<file path="src/rtl/image_scanout.sv">
// image_scanout: VGA timing and BRAM scan-out of the decrypted image, shown whole frames only
module image_scanout #(
  parameter int          IMG_W    = 175,
  parameter int          IMG_H    = 175,
  parameter int          X_OFF    = 232,
  parameter int          Y_OFF    = 152,
  parameter logic [7:0]  BG_COLOR = 8'h00,
  parameter int          H_ACT    = 640,
  parameter int          H_FP     = 16,
  parameter int          H_SYNC   = 96,
  parameter int          H_BP     = 48,
  parameter int          V_ACT    = 480,
  parameter int          V_FP     = 10,
  parameter int          V_SYNC   = 2,
  parameter int          V_BP     = 33
) (
  input  logic        clk,
  input  logic        reset,
  input  logic        decrypt_done,
  input  logic [7:0]  pixel_data,
  output logic [14:0] read_addr,
  output logic [7:0]  rgb,
  output logic        hsync,
  output logic        vsync,
  output logic        frame_start,
  output logic        displaying
);
  localparam logic [9:0]  H_MAX = 10'(H_ACT + H_FP + H_SYNC + H_BP - 1);
  localparam logic [9:0]  V_MAX = 10'(V_ACT + V_FP + V_SYNC + V_BP - 1);
  localparam logic [9:0]  H_A   = 10'(H_ACT);
  localparam logic [9:0]  V_A   = 10'(V_ACT);
  localparam logic [9:0]  H_END = 10'(H_ACT - 1);
  localparam logic [9:0]  HS_LO = 10'(H_ACT + H_FP);
  localparam logic [9:0]  HS_HI = 10'(H_ACT + H_FP + H_SYNC - 1);
  localparam logic [9:0]  VS_LO = 10'(V_ACT + V_FP);
  localparam logic [9:0]  VS_HI = 10'(V_ACT + V_FP + V_SYNC - 1);
  localparam logic [9:0]  X_LO  = 10'(X_OFF);
  localparam logic [9:0]  X_HI  = 10'(X_OFF + IMG_W - 1);
  localparam logic [9:0]  Y_LO  = 10'(Y_OFF);
  localparam logic [9:0]  Y_HI  = 10'(Y_OFF + IMG_H - 1);
  localparam logic [14:0] W15   = 15'(IMG_W);

  typedef enum logic [1:0] {IDLE, ARMED, SHOW} state_t;

  state_t      state_q, state_d;
  logic [9:0]  h_q, h_d, v_q, v_d;
  logic [14:0] row_base_q, row_base_d, addr_d;
  logic        at_origin, img_line, in_img, active, hs_raw, vs_raw;
  logic        in_img_q1, act_q1, hs_q1, vs_q1;
  logic        in_img_q2, act_q2, hs_q2, vs_q2;

  // counter stepping, image window decode and multiplier-free address generation
  always_comb begin
    at_origin  = h_q == 10'd0 && v_q == 10'd0;
    h_d        = h_q == H_MAX ? 10'd0 : h_q + 10'd1;
    v_d        = h_q != H_MAX ? v_q : (v_q == V_MAX ? 10'd0 : v_q + 10'd1);
    img_line   = v_q >= Y_LO && v_q <= Y_HI;
    in_img     = state_q == SHOW && img_line && h_q >= X_LO && h_q <= X_HI;
    active     = h_q < H_A && v_q < V_A;
    hs_raw     = !(h_q >= HS_LO && h_q <= HS_HI);
    vs_raw     = !(v_q >= VS_LO && v_q <= VS_HI);
    row_base_d = at_origin ? 15'd0 : (img_line && h_q == H_END) ? row_base_q + W15 : row_base_q;
    addr_d     = in_img ? row_base_q + 15'(h_q - X_LO) : read_addr;
  end

  // display FSM: arm on done, start only at a frame boundary, stop only at a frame boundary
  always_comb begin
    state_d = state_q;
    case (state_q)
      IDLE:    state_d = decrypt_done ? ARMED : IDLE;
      ARMED:   state_d = at_origin ? SHOW : (decrypt_done ? ARMED : IDLE);
      SHOW:    state_d = (at_origin && !decrypt_done) ? IDLE : SHOW;
      default: state_d = IDLE;
    endcase
  end

  // timing counters, FSM state and first pipeline stage
  always_ff @(posedge clk or posedge reset) begin
    if (reset) begin
      h_q         <= '0;
      v_q         <= '0;
      state_q     <= IDLE;
      row_base_q  <= '0;
      read_addr   <= '0;
      in_img_q1   <= 1'b0;
      act_q1      <= 1'b0;
      hs_q1       <= 1'b1;
      vs_q1       <= 1'b1;
      frame_start <= 1'b0;
      displaying  <= 1'b0;
    end else begin
      h_q         <= h_d;
      v_q         <= v_d;
      state_q     <= state_d;
      row_base_q  <= row_base_d;
      read_addr   <= addr_d;
      in_img_q1   <= in_img;
      act_q1      <= active;
      hs_q1       <= hs_raw;
      vs_q1       <= vs_raw;
      frame_start <= at_origin;
      displaying  <= state_q == SHOW;
    end
  end

  // second stage waits out the BRAM latency, third stage drives the pins
  always_ff @(posedge clk or posedge reset) begin
    if (reset) begin
      in_img_q2 <= 1'b0;
      act_q2    <= 1'b0;
      hs_q2     <= 1'b1;
      vs_q2     <= 1'b1;
      rgb       <= 8'h00;
      hsync     <= 1'b1;
      vsync     <= 1'b1;
    end else begin
      in_img_q2 <= in_img_q1;
      act_q2    <= act_q1;
      hs_q2     <= hs_q1;
      vs_q2     <= vs_q1;
      rgb       <= in_img_q2 ? pixel_data : (act_q2 ? BG_COLOR : 8'h00);
      hsync     <= hs_q2;
      vsync     <= vs_q2;
    end
  end
endmodule

</file>
<file path="config.mk">
export PLATFORM = sky130hd
export DESIGN_NAME = image_scanout
export DESIGN_NICKNAME = d
export VERILOG_FILES = /design/src/rtl/image_scanout.sv
export SDC_FILE = /design/constraint.sdc
export NUM_CORES = 1
export LEC_CHECK = 0
export ABC_AREA = 1
export CAP_MARGIN = 20
export CORE_ASPECT_RATIO = 0.7
export CORE_MARGIN = 8
export CORE_UTILIZATION = 60
export CTS_BUF_LIST = sky130_fd_sc_hd__clkbuf_8
export DETAILED_ROUTE_END_ITERATION = 12
export PLACE_DENSITY = 0.82
export SETUP_SLACK_MARGIN = 0.15
export SLEW_MARGIN = 10
export SYNTH_ARGS = -nofsm -noshare
export SYNTH_HDL_FRONTEND = slang
export SYNTH_SLANG_ARGS = --single-unit
</file>
<file path="constraint.sdc">
create_clock -name clk -period 6.93 [get_ports clk]
set_input_delay 0.693 -clock clk [delete_from_list [all_inputs] [get_ports clk]]
set_output_delay 0.693 -clock clk [all_outputs]
set_load 0.01 [all_outputs]
</file>
==> results of run 1 <==
cells in the mapped netlist:
cell type,n
xnor2_1,5
buf_6,4
a31oi_1,1
fa_1,1
a211oi_1,1
buf_2,4
nand3b_1,4
dfstp_2,6
or2_2,3
dfrtp_1,64
nor2_1,54
ha_1,25
a21o_1,1
a21boi_2,1
clkbuf_1,1
nor2_4,3
nand4_1,27
o21ai_0,16
and2_1,1
o21ai_2,6
o21bai_1,1
buf_4,4
inv_1,97
nand2_2,5
o211ai_1,1
nand3_1,73
xor2_1,13
inv_2,1
nor3_2,1
o31ai_1,1
a21oi_1,17
nand2_1,186
nor2_2,1
nor3b_1,1
clkbuf_8,1
nor3_1,13
nor4_1,1
worst max-delay path: cells and delay by family (launching register included):
| kind | cells | cell delay [ps] |
|---|---|---|
| simple gates | 9 | 750 |
| fa+ha+maj | 2 | 530 |
| flops | 1 | 450 |
| compound gates | 2 | 400 |
| buf+inv | 2 | 280 |
| xor+xnor | 1 | 190 |
logic make-up after synthesis:
group	Yosys count
xor+xnor	18
buf+inv	112
simple gates	373
flops	70
fa+ha+maj	26
compound gates	46
layer usage:
layer / part of all wire / wire, um / track usage
met1: 0.49 / 5747 / 0.3385
met2: 0.39 / 4552 / 0.3210
met3: 0.11 / 1315 / 0.06558
met4: 0.015 / 178 / 0.08027
met5: 0 / 0 / 0
sequential cells by signal, summed over array words and instances, names as in the netlist:
signal and count:
frame_start 1, row_base_q 15, rgb 8, in_img_q1 1, read_addr 15, state_q 2
in_img_q2 1, v_q 10, hsync 1, displaying 1, vs_q1 1, hs_q2 1
vsync 1, h_q 10, vs_q2 1, hs_q1 1
final timing paths:
path / start / endpoint / slack (ps) / cells after the start
max: h_q[3]$_DFF_PP0_ / read_addr[14]$_DFFE_PP0P_ / 4240 / 16
min: hs_q2$_DFF_PP1_ / hsync$_DFF_PP1_ / 360 / 0
max reg2reg: h_q[3]$_DFF_PP0_ / read_addr[14]$_DFFE_PP0P_ / 4240 / 16
min reg2reg: hs_q2$_DFF_PP1_ / hsync$_DFF_PP1_ / 360 / 0
max in group asynchronous: reset / row_base_q[12]$_DFFE_PP0P_ / 5450 / 3
min in group asynchronous: reset / read_addr[0]$_DFFE_PP0P_ / 900 / 3
power by group:
group	internal, mW	leakage [nW]	switching (mW)
Clock	0.207	0.108	0.178
Combinational	0.00551	1.73	0.00890
Sequential	0.409	0.941	0.000133
stage by stage:
| step | setup slack (ps) | total power [mW] |
|---|---|---|
| floorplan | 4479 | 0.4230 |
| global placement | 4398 | 0.4313 |
| detailed placement | 4288 | 0.4317 |
| CTS | 4278 | 0.8161 |
| global route | 3973 | 0.8321 |
| finish | 4243 | 0.8088 |
final cells by class:
class                   instances  share of cell area
clock buffers                   9             0.02349
clock inverters                 7             0.01970
inverters                      98             0.06977
multi-input cells             463              0.4578
flip-flops and latches         70              0.3337
well taps                     101             0.02397
repair buffers                 38             0.07167
placed cells by master, fill, tap and decap left out, types with 5 or more instances in the layout:
cell / netlist / routed
dfrtp_1: 64 / 64
clkdlybuf4s50_1: 0 / 37
ha_1: 25 / 25
inv_1: 97 / 96
nand2_2: 5 / 5
a21oi_1: 17 / 17
xor2_1: 13 / 13
clkbuf_8: 1 / 9
nand4_1: 27 / 27
nand3_1: 73 / 73
dfstp_2: 6 / 6
xnor2_1: 5 / 5
o21ai_2: 6 / 6
nor2_1: 54 / 54
o21ai_0: 16 / 16
nor3_1: 13 / 13
nand2_1: 186 / 186
==> results_dict.tcl, run 1 <==
set metrics [dict create \
    fin_nets 717 \
    initial_utilization 0.6041 \
    maxCapViolations 0 \
    synth_compound_gate_area_share 0.05862 \
    syn_inst 645 \
    hold_viol 0 \
    fp.dieW_um 121.3 \
    clkTransAtPathRegs_ps 90 \
    dieArea_um2 10870 \
    startpoint_type "flip-flop" \
    worstSetupPathType "flip-flop to flip-flop" \
    grt_setup_unrepaired "false" \
    ys_seq_area_frac 0.3781 \
    vias_per_cell 5.547 \
    final_core_util 0.6845 \
    post_drt_wl_per_cell_um 15.01 \
    min_period_ps 2687 \
    netlist_area_um2 4653 \
    crit_top_cell "nand2_1" \
    synth_xor_area_frac 0.03388 \
    clock-sinks 70 \
    slew_headroom 0.4170 \
    cts_setup_buffers 0 \
    antenna_found_initial 0 \
    hold_path_class "flip-flop to flip-flop" \
    muxShareOfSynthArea 0 \
    cts_max_path_buffers 2 \
    cts_buffers 9 \
    worst_hold_slack_ps 359.7 \
    cp_max_fo 7 \
    wl_mm 11.79 \
    grt_use_total 0.2324 \
    grt-ovfl-total 0 \
    path_cells "inv_1 > ha_1 > inv_1 > nand2_1 > nor2_1 > nor2_1 > xor2_1 > ha_1 > a21oi_1 > nand2_1 > a21oi_1 > nand2_1 > nand2_1 > nand2_1 > nor2_4 > nor2_1" \
    finalInstanceArea_um2 5273 \
    fillers 689 \
    chipHeight_um 89.68 \
    syn_nets 682 \
    multiInputGateArea_um2 2414 \
    fin_crit_sh 0.3878 \
    synth_warnings 0 \
    hold_buffers 0 \
    cp.arrival_ps 2960 \
    num_vias 4360 \
    run_status "completed" \
    setup_violations 0 \
    cts_resized 0 \
    cp.required_ps 7200 \
    grt_max_degree 71 \
    critPathCaptureType "flip-flop" \
    synthSimpleGateAreaFrac 0.3547 \
    fmax_ghz 0.3721 \
    dp_cells 770 \
    grt_pass1_vias 4041 \
    synth_cell_types 37 \
    max_stage_delay_ps 450 \
    tritoncts "built" \
    synthAdderAreaFrac 0.07152 \
    antenna_cells 0 \
    h-tree-depth 3 \
    first_iter_violations 414 \
    leakagePower_nw 2.782 \
    final_layout_size_suffix_gt1_frac 0.06569 \
    fin_cells 786 \
    syn2layout_area_growth_pct 13.31 \
    critPathSlowestCell "dfrtp_1" \
    place_area_um2 5045 \
    vdd_drop_max_mv 0.1480 \
    tightest_slew_ps 874.5 \
    seqCellArea_um2 1759 \
    ios 38 \
    ant_nets 0 \
    slew_viol_final 0 \
    grt_pass1_wl_mm 19.66 \
    ys_ff_latch 70 \
    io_buffers 37 \
    synth_area_leaders "dfrtp_1 34%, nand2_1 15%, nand3_1 7.9%, inv_1 7.8%, ha_1 6.7%" \
    synth_top_family_by_area "simple AND/OR/NAND/NOR gates" \
    dp_hpwl_mm 8.810 \
    drc 0 \
    num_rows 27 \
    worst_skew_pair.late_latency_ps 370 \
    skew_ps 14.55 \
    first_pass_iters 7 \
    avgSynthCellArea_um2 7.214 \
    synth_top_area_cell "dfrtp_1" \
    power.density_nw_per_um2 153.4 \
    cts-root-buf "clkbuf_8" \
    yosysTopAreaCellShare 0.3442 \
    core_area_um2 7702 \
    fin_tns_setup_ps 0 \
    place_congestion 0.9272 \
]
Power figures use the tool's default switching activity.
==> inputs of run 2 (changes only) <==
--- a/config.mk
+++ b/config.mk
@@ -9,10 +9,10 @@
 export CAP_MARGIN = 20
 export CORE_ASPECT_RATIO = 0.7
 export CORE_MARGIN = 8
-export CORE_UTILIZATION = 60
+export CORE_UTILIZATION = 55
 export CTS_BUF_LIST = sky130_fd_sc_hd__clkbuf_8
 export DETAILED_ROUTE_END_ITERATION = 12
-export PLACE_DENSITY = 0.82
+export PLACE_DENSITY = 0.79
 export SETUP_SLACK_MARGIN = 0.15
 export SLEW_MARGIN = 10
 export SYNTH_ARGS = -nofsm -noshare
==> constraint.sdc (replaced) <==
create_clock -name clk -period 2.2 [get_ports clk]
set_input_delay 0.22 -clock clk [delete_from_list [all_inputs] [get_ports clk]]
set_output_delay 0.22 -clock clk [all_outputs]
set_load 0.01 [all_outputs]
==> run 2 against run 1 <==
  * First-iteration DRC count rose by 40%
  * Non-clock buffer count rose by 41
  * The run now ends with setup timing left
  * Largest cell class unchanged
  * Routed wire length rose by 8.2%
  * Register-to-register slack got worse by 4300 ps
==> results_dict.tcl, run 2 (synthesis gave the netlist of run 1 again) <==
set metrics [dict create \
    skew_ps 10.29 \
    power.density_nw_per_um2 398.7 \
    fin_tns_setup_ps -329.1 \
    hold_path_class "input port to asynchronous set/reset pin" \
    violations "setup timing" \
    startpoint_type "flip-flop" \
    hold_viol 0 \
    multiInputGateArea_um2 2743 \
    wl_mm 12.77 \
    final_layout_size_suffix_gt1_frac 0.2077 \
    antenna_cells 0 \
    met1_usage 0.3011 \
    dieArea_um2 11710 \
    grt_pass1_wl_mm 20.31 \
    path_cells "inv_2 > ha_4 > inv_2 > nand2_4 > nor2_4 > a211oi_2 > ha_1 > nand2_1 > nand2_1 > o21bai_4 > inv_2 > nand2_2 > or2_2 > nand3_1 > nand2_1" \
    setup_ws_ps -106.7 \
    min_period_ps 2307 \
    fillers 596 \
    grtUsageMet2 0.3228 \
    fp.dieW_um 125.9 \
    seqCellArea_um2 1764 \
    ios 38 \
    post_drt_wl_per_cell_um 15.34 \
    dp_hpwl_mm 9.120 \
    fin_cells 832 \
    leakagePower_nw 3.047 \
    dp_worst_setup_slack_ps -99.84 \
    grt-ovfl-total 0 \
    fmax_ghz 0.4335 \
    critPathSlowestCell "dfrtp_2" \
    worstSetupPathType "flip-flop to flip-flop" \
    fin_nets 759 \
    clkTransAtPathRegs_ps 90 \
    slew_viol_final 0 \
    tightest_slew_ps 460.5 \
    fin_crit_sh 1.049 \
    drc 0 \
    reg.largest.list "read_addr: 15 flops, row_base_q: 15 flops" \
    top_usage_layer "met2" \
    num_rows 28 \
    p_total_mw 2.350 \
    grt_use_met3 0.05508 \
    vias_per_cell 5.563 \
    cp_max_fo 3 \
    first_iter_violations 581 \
    slew_headroom 0.6926 \
    dp_cells 804 \
    grt_use_total 0.2151 \
    worst_skew_pair.late_latency_ps 360 \
    chipHeight_um 92.96 \
    cp.arrival_ps 2570 \
    syn2layout_area_growth_pct 26.65 \
    run_status "finished, violations left" \
    antenna_found_initial 0 \
    finalInstanceArea_um2 5893 \
    cts_buffers 9 \
    hold_buffers 0 \
    clock-sinks 70 \
    cts-root-buf "clkbuf_8" \
    ant_nets 0 \
    grt_pass1_vias 4211 \
    worst_hold_slack_ps 183.0 \
    grt_setup_unrepaired "true" \
    vdd_drop_max_mv 0.3278 \
    num_vias 4628 \
    critPathCaptureType "flip-flop" \
    max_stage_delay_ps 410 \
    place_congestion 0.9149 \
    first_pass_iters 5 \
    maxCapViolations 0 \
    core_area_um2 8338 \
    cts_max_path_buffers 2 \
    place_area_um2 5333 \
    initial_utilization 0.5581 \
    tritoncts "built" \
    grt_max_degree 28 \
    cp.required_ps 2460 \
    layout_commonest_cell "nand2_1" \
    io_buffers 37 \
    layout_common_cells "174 x nand2_1, 86 x inv_1, 67 x nand3_1" \
    h-tree-depth 3 \
    final_core_util 0.7068 \
    setup_violations 4 \
]
==> run 2: where the power goes <==
group	leakage [nW]	internal [mW]	switching (mW)
clock	0.0892	0.432	0.578
combinational	2.02	0.0220	0.0301
sequential	0.937	1.29	0.000467
==> run 2: cell type report <==
cell class / instances / area share
clock buffer: 9 / 0.02102
clock inverter: 7 / 0.01040
inverter: 98 / 0.06242
multi-input combinational: 464 / 0.4654
sequential: 70 / 0.2994
tap: 105 / 0.02229
timing repair buffer: 79 / 0.1191
==> run 2: worst max-delay path, delay by kind of cell (launching register included) <==
family          cells  cell delay (ps)
simple gates        8              700
fa+ha+maj           2              460
compound gates      2              440
flops               1              410
buf+inv             3              180
==> run 2: layer usage <==
| layer | share of wire | wire length, um |
|---|---|---|
| met5 | 0 | 0 |
| met4 | 0.017 | 216 |
| met3 | 0.093 | 1181 |
| met2 | 0.42 | 5410 |
| met1 | 0.47 | 5960 |
==> run 2: worst paths after layout <==
check                                     from                        to  slack (ps)  cells past startpoint
hold reg to reg            in_img_q1$_DFF_PP0_       in_img_q2$_DFF_PP0_         350                      0
max in group asynchronous                reset  read_addr[9]$_DFFE_PP0P_        1410                      3
min in group clk           in_img_q1$_DFF_PP0_       in_img_q2$_DFF_PP0_         350                      0
setup reg to reg              h_q[4]$_DFF_PP0_  read_addr[8]$_DFFE_PP0P_        -110                     15
setup / recovery              h_q[4]$_DFF_PP0_  read_addr[8]$_DFFE_PP0P_        -110                     15
hold / removal                           reset        v_q[8]$_DFFE_PP0N_         180                      2
==> run 2: repair_timing <==
action,4_1_cts,5_1_grt
cloned,0,1
resized for setup,25,38
buffers inserted,7,4
endpoints found under the hold margin,0,0
endpoints found under the setup margin,9,18
pin swaps,16,9
